[config.mk]
export PLATFORM = sky130hd
export DESIGN_NAME = wb_master_seq
export DESIGN_NICKNAME = d
export VERILOG_FILES = /design/src/rtl/wb_master_seq.sv
export SDC_FILE = /design/constraint.sdc
export NUM_CORES = 1
export LEC_CHECK = 0
export ABC_AREA = 0
export CELL_PAD_IN_SITES_DETAIL_PLACEMENT = 0
export CELL_PAD_IN_SITES_GLOBAL_PLACEMENT = 1
export CORE_MARGIN = 2
export CORE_UTILIZATION = 33
export CTS_BUF_LIST = sky130_fd_sc_hd__clkbuf_8
export CTS_CLUSTER_DIAMETER = 120
export DETAILED_ROUTE_END_ITERATION = 6
export HOLD_SLACK_MARGIN = 0.12
export PLACE_DENSITY = 0.92
export RECOVER_POWER = 25
export REMOVE_ABC_BUFFERS = 1
export SYNTH_ARGS = -nofsm -noshare
export SYNTH_HDL_FRONTEND = slang
export SYNTH_SLANG_ARGS = --single-unit
[constraint.sdc]
create_clock -name wb_clk_i -period 2.6 [get_ports wb_clk_i]
set_clock_uncertainty 0.2 [all_clocks]
set_input_delay 0.52 -clock wb_clk_i [delete_from_list [all_inputs] [get_ports wb_clk_i]]
set_output_delay 0.52 -clock wb_clk_i [all_outputs]
set_load 0.01 [all_outputs]
[src/rtl/wb_master_seq.sv]
// ----------------------------------------------------------------------------
// wb_master_seq
//   Wishbone classic initiator. A command accepted on the valid/ready command
//   channel becomes cmd_len_i+1 single-word WB cycles. The address advances by
//   4 per beat and wraps at 2^32. Write bursts repeat the same data word.
//   Every beat produces one response word on the valid/ready response channel.
//   A beat that sees no ACK within TIMEOUT strobe cycles is aborted. An aborted
//   beat returns an error response flagged as last, and any remaining beats are
//   dropped.
//
// Ports
//   wb_clk_i, wb_rst_ni          clock (rising edge), async active-low reset
//   cmd_valid_i / cmd_ready_o    command handshake
//   cmd_we_i, cmd_sel_i,         command fields: direction, byte selects,
//   cmd_adr_i, cmd_dat_i,        first byte address, fill data,
//   cmd_len_i                    beats minus one
//   rsp_valid_o / rsp_ready_i    response handshake
//   rsp_dat_o, rsp_err_o,        response fields: read data, timeout flag,
//   rsp_last_o                   final response of the command
//   wbm_*                        Wishbone master interface
//   busy_o                       high whenever the sequencer is not idle
//
// All outputs are driven directly from registers.
// ----------------------------------------------------------------------------
module wb_master_seq #(
    parameter int TIMEOUT = 255,
    parameter int LEN_W   = 4
) (
    input  logic             wb_clk_i,
    input  logic             wb_rst_ni,
    input  logic             cmd_valid_i,
    output logic             cmd_ready_o,
    input  logic             cmd_we_i,
    input  logic [3:0]       cmd_sel_i,
    input  logic [31:0]      cmd_adr_i,
    input  logic [31:0]      cmd_dat_i,
    input  logic [LEN_W-1:0] cmd_len_i,
    output logic             rsp_valid_o,
    input  logic             rsp_ready_i,
    output logic [31:0]      rsp_dat_o,
    output logic             rsp_err_o,
    output logic             rsp_last_o,
    output logic             wbm_cyc_o,
    output logic             wbm_stb_o,
    output logic             wbm_we_o,
    output logic [3:0]       wbm_sel_o,
    output logic [31:0]      wbm_adr_o,
    output logic [31:0]      wbm_dat_o,
    input  logic [31:0]      wbm_dat_i,
    input  logic             wbm_ack_i,
    output logic             busy_o
);

    // The timer only has to reach TIMEOUT-1.
    localparam int TW = $clog2(TIMEOUT);
    localparam logic [TW-1:0]    TIMER_LAST = TW'(TIMEOUT - 1);
    localparam logic [TW-1:0]    TIMER_ONE  = TW'(1);
    localparam logic [LEN_W-1:0] BEAT_ONE   = LEN_W'(1);

    typedef enum logic [1:0] {
        IDLE = 2'd0,
        REQ  = 2'd1,
        RSP  = 2'd2
    } state_t;

    state_t            state_r, state_s;
    logic              cyc_r, cyc_s;
    logic              we_r, we_s;
    logic [3:0]        sel_r, sel_s;
    logic [31:0]       adr_r, adr_s;
    logic [31:0]       dat_r, dat_s;
    logic [LEN_W-1:0]  beats_r, beats_s;
    logic [TW-1:0]     timer_r, timer_s;
    logic              rsp_valid_r, rsp_valid_s;
    logic [31:0]       rsp_dat_r, rsp_dat_s;
    logic              rsp_err_r, rsp_err_s;
    logic              rsp_last_r, rsp_last_s;
    logic              cmd_ready_r, cmd_ready_s;
    logic              busy_r, busy_s;

    // Next-state and next-output logic for the command/beat/response sequencer.
    always_comb begin
        state_s     = state_r;
        cyc_s       = cyc_r;
        we_s        = we_r;
        sel_s       = sel_r;
        adr_s       = adr_r;
        dat_s       = dat_r;
        beats_s     = beats_r;
        timer_s     = timer_r;
        rsp_valid_s = rsp_valid_r;
        rsp_dat_s   = rsp_dat_r;
        rsp_err_s   = rsp_err_r;
        rsp_last_s  = rsp_last_r;

        case (state_r)
            IDLE: begin
                // cmd_ready_r is only ever high in IDLE, so this is the accept.
                if (cmd_valid_i && cmd_ready_r) begin
                    we_s    = cmd_we_i;
                    sel_s   = cmd_sel_i;
                    adr_s   = cmd_adr_i;
                    dat_s   = cmd_dat_i;
                    beats_s = cmd_len_i;
                    timer_s = '0;
                    cyc_s   = 1'b1;
                    state_s = REQ;
                end else begin
                    state_s = IDLE;
                end
            end
            REQ: begin
                // ACK is checked first so that it wins on the timeout cycle.
                if (wbm_ack_i) begin
                    cyc_s       = 1'b0;
                    rsp_valid_s = 1'b1;
                    rsp_dat_s   = we_r ? 32'h0000_0000 : wbm_dat_i;
                    rsp_err_s   = 1'b0;
                    rsp_last_s  = (beats_r == '0);
                    state_s     = RSP;
                end else if (timer_r == TIMER_LAST) begin
                    cyc_s       = 1'b0;
                    rsp_valid_s = 1'b1;
                    rsp_dat_s   = 32'h0000_0000;
                    rsp_err_s   = 1'b1;
                    rsp_last_s  = 1'b1;
                    state_s     = RSP;
                end else begin
                    timer_s = timer_r + TIMER_ONE;
                    state_s = REQ;
                end
            end
            RSP: begin
                if (rsp_ready_i) begin
                    rsp_valid_s = 1'b0;
                    if (rsp_last_r) begin
                        state_s = IDLE;
                    end else begin
                        // Address wraps naturally in 32 bits.
                        adr_s   = adr_r + 32'd4;
                        beats_s = beats_r - BEAT_ONE;
                        timer_s = '0;
                        cyc_s   = 1'b1;
                        state_s = REQ;
                    end
                end else begin
                    state_s = RSP;
                end
            end
            default: begin
                cyc_s       = 1'b0;
                rsp_valid_s = 1'b0;
                state_s     = IDLE;
            end
        endcase

        // Handshake and status flags are registered from the next state.
        cmd_ready_s = (state_s == IDLE);
        busy_s      = (state_s != IDLE);
    end

    // State and output registers; reset clears every output immediately.
    always_ff @(posedge wb_clk_i or negedge wb_rst_ni) begin
        if (!wb_rst_ni) begin
            state_r     <= IDLE;
            cyc_r       <= 1'b0;
            we_r        <= 1'b0;
            sel_r       <= 4'h0;
            adr_r       <= 32'h0000_0000;
            dat_r       <= 32'h0000_0000;
            beats_r     <= '0;
            timer_r     <= '0;
            rsp_valid_r <= 1'b0;
            rsp_dat_r   <= 32'h0000_0000;
            rsp_err_r   <= 1'b0;
            rsp_last_r  <= 1'b0;
            cmd_ready_r <= 1'b0;
            busy_r      <= 1'b0;
        end else begin
            state_r     <= state_s;
            cyc_r       <= cyc_s;
            we_r        <= we_s;
            sel_r       <= sel_s;
            adr_r       <= adr_s;
            dat_r       <= dat_s;
            beats_r     <= beats_s;
            timer_r     <= timer_s;
            rsp_valid_r <= rsp_valid_s;
            rsp_dat_r   <= rsp_dat_s;
            rsp_err_r   <= rsp_err_s;
            rsp_last_r  <= rsp_last_s;
            cmd_ready_r <= cmd_ready_s;
            busy_r      <= busy_s;
        end
    end

    assign cmd_ready_o = cmd_ready_r;
    assign rsp_valid_o = rsp_valid_r;
    assign rsp_dat_o   = rsp_dat_r;
    assign rsp_err_o   = rsp_err_r;
    assign rsp_last_o  = rsp_last_r;
    assign wbm_cyc_o   = cyc_r;
    assign wbm_stb_o   = cyc_r;
    assign wbm_we_o    = we_r;
    assign wbm_sel_o   = sel_r;
    assign wbm_adr_o   = adr_r;
    assign wbm_dat_o   = dat_r;
    assign busy_o      = busy_r;

endmodule

## After elaboration in Yosys (flattened, before gate mapping)

Cells that the tools add are included.

- Register bits after elaboration: 121
- Input port bits: 110
- Word-level logic and storage cells: 76

- Add/sub/neg operators: 3
- Equality and inequality tests: 9
- Multiplexer cells: 35
- Bitwise operators: 1
- Reduce and logical (&&, ||, !) cells: 14

Operators with widths:

| kind | count |
|---|---|
| $mux W32 | 6 |
| $pmux W32 S2 | 1 |
| $mux W8 | 5 |
| $add A32 B3 Y32 const B | 1 |
| $pmux W8 S3 | 1 |
| $mux W1 | 12 |
| $mux W4 | 3 |
| $ne A2 B2 Y1 const B | 5 |
| $add A8 B1 Y8 const B | 1 |
| $eq A8 B8 Y1 const B | 1 |
| $pmux W4 S2 | 1 |
| $reduce_and A4 Y1 | 2 |
| $mux W2 | 3 |
| $pmux W1 S3 | 2 |
| $pmux W2 S3 | 1 |
| $reduce_and A6 Y1 | 1 |
| $reduce_bool A2 Y1 | 3 |
| $logic_not A2 Y1 | 2 |
| $logic_not A4 Y1 | 1 |
| $reduce_and A2 Y1 | 2 |
| $sub A4 B1 Y4 const B | 1 |
| $ne A3 B3 Y1 const B | 1 |
| $reduce_and A3 Y1 | 1 |
| $reduce_bool A3 Y1 | 1 |
| 4 further kinds | 4 |

## Logic depth before layout (Yosys ltp)

- Word-level depth: 5
- Depth in mapped cells: 7
- Mapped depth without buffers: 6

## Worst setup path after synthesis

No wires, ideal clock.

- Kind: reg-to-reg
- Start point: register timer_r[0]
- End point: register rsp_dat_r[0], in the netlist rsp_dat_o[0]
- Data arrival time: 1.603 ns
- Data required time: 2.279 ns
- Path slack: 0.676 ns
- Cell stages (with the launch flop): 8
- Path buffers: 1
- Clock period less this slack: 1.924 ns
- Cells stage by stage: dfrtp_1 > inv_1 > ha_1 > nand4_1 > o21bai_1 > nand2_1 > buf_2 > a22o_1

- Word-level cells in the longest chain between the ends: 3

RTL lines:

| what | RTL line | text |
|---|---|---|
| from (decl) | 73 | `logic [TW-1:0] timer_r, timer_s;` |
| from (signal assigned) | 187 | `timer_r <= timer_s;` |
| $eq A8 B8 Y1 | 121 | `end else if (timer_r == TIMER_LAST) begin` |
| $reduce_bool A2 Y1 (no source line) | n/a |  |
| $reduce_and A2 Y1 (no source line) | n/a |  |
| to (signal assigned) | 189 | `rsp_dat_r <= rsp_dat_s;` |
| to (decl) | 75 | `logic [31:0] rsp_dat_r, rsp_dat_s;` |

No other way between the ends.
A chain may end at the register's enable or synchronous reset.

## Worst setup path in the final report

- Start point: register adr_r[6], in the netlist wbm_adr_o[6]
- End point: output port wbm_adr_o[6]

RTL lines:

| what | RTL line | text |
|---|---|---|
| from (decl) | 70 | `logic [31:0] adr_r, adr_s;` |
| from (signal assigned) | 184 | `adr_r <= adr_s;` |
| to (decl) | 47 | `output logic [31:0] wbm_adr_o,` |

No word-level cell between the ends.

==> results.yml <==
die:
  die_w_um: 135
  die_h_um: 135
  num_io_pins: 218
  initial_core_util_pct: 34.0
  core_area_um2: 16600
  num_rows: 47
  die_area_um2: 18200
flow_run:
  maxCapViolations: 0
synthesis:
  yosys_warnings: 0
  yosys.area_share.simple_pct: 22.6
  synth_top_family_by_area: "simple AND/OR/NAND/NOR gates"
  synthXorXnorAreaFrac_pct: 0.464
  synthDistinctLibCells: 59
  synth_compound_area_share_pct: 18.4
  syn_inst: 586
  async_flop_share_pct: 100
  synth_ff_type: "dfrtp_1"
  muxShareOfSynthArea_pct: 0.354
  ys_seq_area_share_pct: 53.5
  synth-edff-count: 0
  synthAdderAreaFrac_pct: 0.885
  synth_seq_cells: 121
  syn-cell-area_um2: 5660
  synth_area_per_cell_um2: 9.65
worst_setup_path:
  cp-end-kind: "output port"
  cp_num_buf_inv: 1
  crit_type: "register to output port"
  crit_chain: "clkdlybuf4s50_1"
  regToRegSetupSlack_ns: 0.39
  cp_top_family: "buffers and inverters"
  arrival_ns: 1.59
  crit_fanout: 9
  critPathSlowestCell: "clkdlybuf4s50_1"
  start_kind: "register"
  max_stage_delay_ns: 0.60
  worstPathRequired_ns: 1.88
min_path:
  min_path_type: "register to register"
sta:
  rsz0062_at_grt: "false"
  setup_viol: 0
  tightest_slew_ns: 1.40
  worst_slack_ns: 0.294
  fin_hold_ws_ns: 0.273
  period_share_pct: 88.7
  relSlewSlack_pct: 6.72
  fmax_mhz: 434
  finalHoldViolations: 0
  drv_slew: 0
  period_needed_ns: 2.31
cts:
  numCtsBuffers: 17
  clk-insertion-delay-late_ns: 0.44
  root_buffer: "clkbuf_8"
  cts_max_path_buffers: 2
  cts_tree: "built"
  ctsResizeCount: 0
  cts.reportedPaths.clkPinSlew_ns: 0.08
  clock-sinks: 121
  h-tree-depth: 4
routing:
  dr.first_iter.drc_count: 293
  wl_mm: 17.1
  drc: 0
  vias: 5230
  firstDrtPassIters: 4
  via_per_inst: 5.05
  final_antenna_net_count: 0
  avgRoutedWirePerCell_um: 16.5
layout:
  final_cell_mix: "clkdlybuf4s50_1 (216), nand2_1 (147), dfrtp_1 (121)"
  final_nets: 916
  drive_gt1_share_pct: 7.73
  fin_area_um2: 8570
  final_common_cell: "clkdlybuf4s50_1"
  diodes: 0
  area_delta_synth_final_pct: 51.5
  fill_cells: 1563
global_routing:
  grt_pass1_vias: 5054
  grt_first_pass_wirelength_mm: 26.9
  grt_usage_pct: 18.7
  gr-total-overflow: 0
  grt_max_degree: 64
  antenna_found_initial: 0
power:
  irDropWorstVdd_mv: 0.476
  power_density_nw_per_um2: 1180
  p_leak_nw: 3.65
run_status:
  outcome: "complete, no violations"
placed_design:
  place_congestion: 0.818
  post-place-ws_ns: 0.0665
  hpwl_mm: 11.9
  io_buffers: 217
  placed_area_um2: 8140
==> per-layer routing <==
metal	global-route usage, %	wire, um	up-vias
li1	-	-	2546
met1	26.1	7930	2474
met2	28.5	7730	199
met3	5.33	1280	11
met4	5.38	170	0
met5	0	0	-
==> cell usage after synthesis, drive strengths merged, types with 3 or more instances <==
library cell	n	area share, %
nand3	17	1.5
clkbuf	13	0.88
nand2	147	9.8
o22ai	7	0.77
and4	4	0.62
nor3	11	0.97
ha	4	0.88
a31oi	5	0.55
a21oi	34	3.0
nor2	29	2.0
inv	7	0.46
o21ai	32	2.9
nand4	12	2.2
o2111ai	3	0.46
dfrtp	121	54
nor3b	4	0.73
o211ai	6	0.80
or3	5	0.55
buf	26	2.4
nor4	6	1.2
a211oi	12	1.6
and3	5	0.55
a311oi	5	0.77
nand2b	3	0.33
a22o	32	5.0
xor2	3	0.46
==> cells by family (layout without fill, tap and decap cells) <==
kind of cell / after synthesis / count (layout)
AO/OA/AOI/OAI: 153 / 153
XOR/XNOR: 3 / 3
adder cells (fa/ha/maj): 4 / 4
buffers and inverters: 46 / 275
flip-flops: 121 / 121
multiplexers: 2 / 2
AND/OR/NAND/NOR: 257 / 257
==> stage by stage <==
| step | util (%) | power [mW] | TNS [ns] | instances |
|---|---|---|---|---|
| after floorplan | - | 5.55 | -22.22 | 547 |
| after global placement | 48.9 | 8.14 | 0 | 1002 |
| after detailed placement | 48.9 | 8.22 | 0 | 1002 |
| after CTS | 51.7 | 10.2 | 0 | 1035 |
| after global routing | 51.5 | 10.8 | 0 | 1035 |
| final | 51.5 | 10.1 | 0 | 1035 |
==> flip-flops by register name (all words and copies together), names as in the netlist <==
name	cells
wbm_cyc_o	1
wbm_we_o	1
rsp_last_o	1
wbm_sel_o	4
busy_o	1
cmd_ready_o	1
wbm_adr_o	32
wbm_dat_o	32
state_r	2
beats_r	4
rsp_valid_o	1
rsp_err_o	1
timer_r	8
rsp_dat_o	32
==> report_power, final <==
part,switching (mW),internal [mW]
clock,0.759,1.19
sequential,0.833,2.75
combinational,2.14,2.46
total,3.73,6.40
==> path summary, 6_finish.rpt <==
check | cells past startpoint | endpoint | start
worst max-delay path | 1 | wbm_adr_o[6] | wbm_adr_o[6]$_DFFE_PN0P_
worst min-delay path | 2 | wbm_dat_o[23]$_DFFE_PN0P_ | wbm_dat_o[23]$_DFFE_PN0P_
worst max register to register | 5 | wbm_adr_o[25]$_DFFE_PN0P_ | state_r[1]$_DFF_PN0_
worst min register to register | 2 | wbm_dat_o[23]$_DFFE_PN0P_ | wbm_dat_o[23]$_DFFE_PN0P_
max in group asynchronous | 3 | wbm_dat_o[2]$_DFFE_PN0P_ | wb_rst_ni
min in group asynchronous | 3 | timer_r[6]$_DFFE_PN0P_ | wb_rst_ni
==> repair_timing <==
action | CTS | global route
endpoints found under the hold margin | 121 | 0
hold buffers | 1 | 0
setup buffers | 0 | 0
==> cell type report <==
type	instances	area, um2	area share (%)
Timing Repair Buffer	236	2360	27.5
Clock buffer	23	317	3.69
Inverter	7	26.3	0.307
Sequential cell	121	3030	35.3
Tap cell	220	275	3.21
Clock inverter	9	144	1.68
Multi-Input combinational cell	419	2430	28.3
Power figures use the tool's default switching activity.
==> RTL edit: new RTL, same settings <==
`TIMEOUT`: 255 -> 510.
--- a/src/rtl/wb_master_seq.sv
+++ b/src/rtl/wb_master_seq.sv
@@ -25,3 +25,3 @@
 module wb_master_seq #(
-    parameter int TIMEOUT = 255,
+    parameter int TIMEOUT = 510,
     parameter int LEN_W   = 4
Function: same outputs for any inputs over 4 cycles, from zero or initial values and one cycle with wb_rst_ni low; that may be too few to reach the edited logic, so the function may still have changed.
==> RTL edit against the unedited design <==
Final cell count down 3.7%. Largest power group unchanged. Wire length about the same. Power is 5.0% higher. Sequential cell count rose by 1. Via count grew 1.3%. Largest cell class unchanged. Global-route usage fell by 0.051 points. Cell area up 3.6%. Area after synthesis is 3.8% higher. Critical endpoint unchanged. Setup slack gained 0.0069 ns. Highest routed layer unchanged. Critical path type unchanged.
==> RTL edit: results (changes against the unedited design) <==
[min_path]
min-delay-start = rsp_dat_o[6]
hold_end = rsp_dat_o[6]

[synth]
ys_types = 67  ; +14%
synth_mux_area_share_pct = 8.50  ; +8.1 points
synth-adder-area-share_pct = 0.852  ; -0.033 points
synth_top_family_by_area = compound AO/OA/AOI/OAI gates
syn_area_per_cell_um2 = 11.0  ; +14%

[finish]
fillers = 1565  ; +0.13%

[global_route]
gr-usage-met3_pct = 6.48  ; +1.1 points
use_met2_pct = 30.4  ; +1.9 points
grt_pass1_wl_mm = 27.3  ; +1.8%
antenna_found_initial = 2  ; +2

[routing]
drt-total-wl_mm = 17.1  ; about the same
vias = 5298  ; +1.3%
first_iter_violations = 426  ; +45%
first_pass_iters = 7  ; +3

[placed_design]
dp_cells = 962  ; -4.0%
place_hpwl_mm = 12.4  ; +4.0%
placed_cell_area_um2 = 8360  ; +2.8%
dp_slack_ns = 0.151  ; +0.0849 ns

[power_and_ir_drop]
p_leak_nw = 3.60  ; -1.6%
p_comb_w = 0.00484  ; +5.2%
p_clk_w = 0.00218  ; +12%
ir_drop_v = 0.000542  ; +14%
power.density_nw_per_um2 = 1200  ; +1.3%

[sta]
worstMarginPinSlew_ns = 1.10  ; -0.300 ns
finalCritPeriodShare_pct = 88.4  ; -0.27 points

[critical_path]
rrSetupSlack_ns = 0.46  ; +0.07 ns
reg2reg_to = wbm_adr_o[31]
critPathMaxStageDelay_ns = 0.62  ; +0.02 ns

[status]
status = finished clean

RTL edit: cell types whose count changed after synthesis, moves of 5 or more:
cell | unedited run | this run
nor4b_1 | 0 | 6
nand4_1 | 8 | 18
a211oi_1 | 12 | 6
and2_1 | 2 | 7
inv_1 | 7 | 12
nor4_1 | 4 | 13
o21ai_0 | 31 | 25
nand3_1 | 17 | 22
mux2_2 | 0 | 39
nand2_1 | 147 | 30
RTL edit: final cells by class:
class                   count  area, um^2  share of cell area [%]
multi-input cells         365        2610                    29.3
repair buffers            239        2370                    26.7
clock inverters            12         243                    2.73
flip-flops and latches    122        3050                    34.4
well taps                 225         282                    3.17
diodes                      2        5.00                  0.0564
inverters                  12        45.0                   0.507
clock buffers              20         275                    3.10
RTL edit: metal layers:
metal | routed length, um | part of all wire, % | vias up
li1 | - | - | 2485
met1 | 7250 | 42 | 2560
met2 | 8070 | 47 | 234
met3 | 1500 | 8.8 | 19
met4 | 279 | 1.6 | 0
met5 | 0 | 0 | -
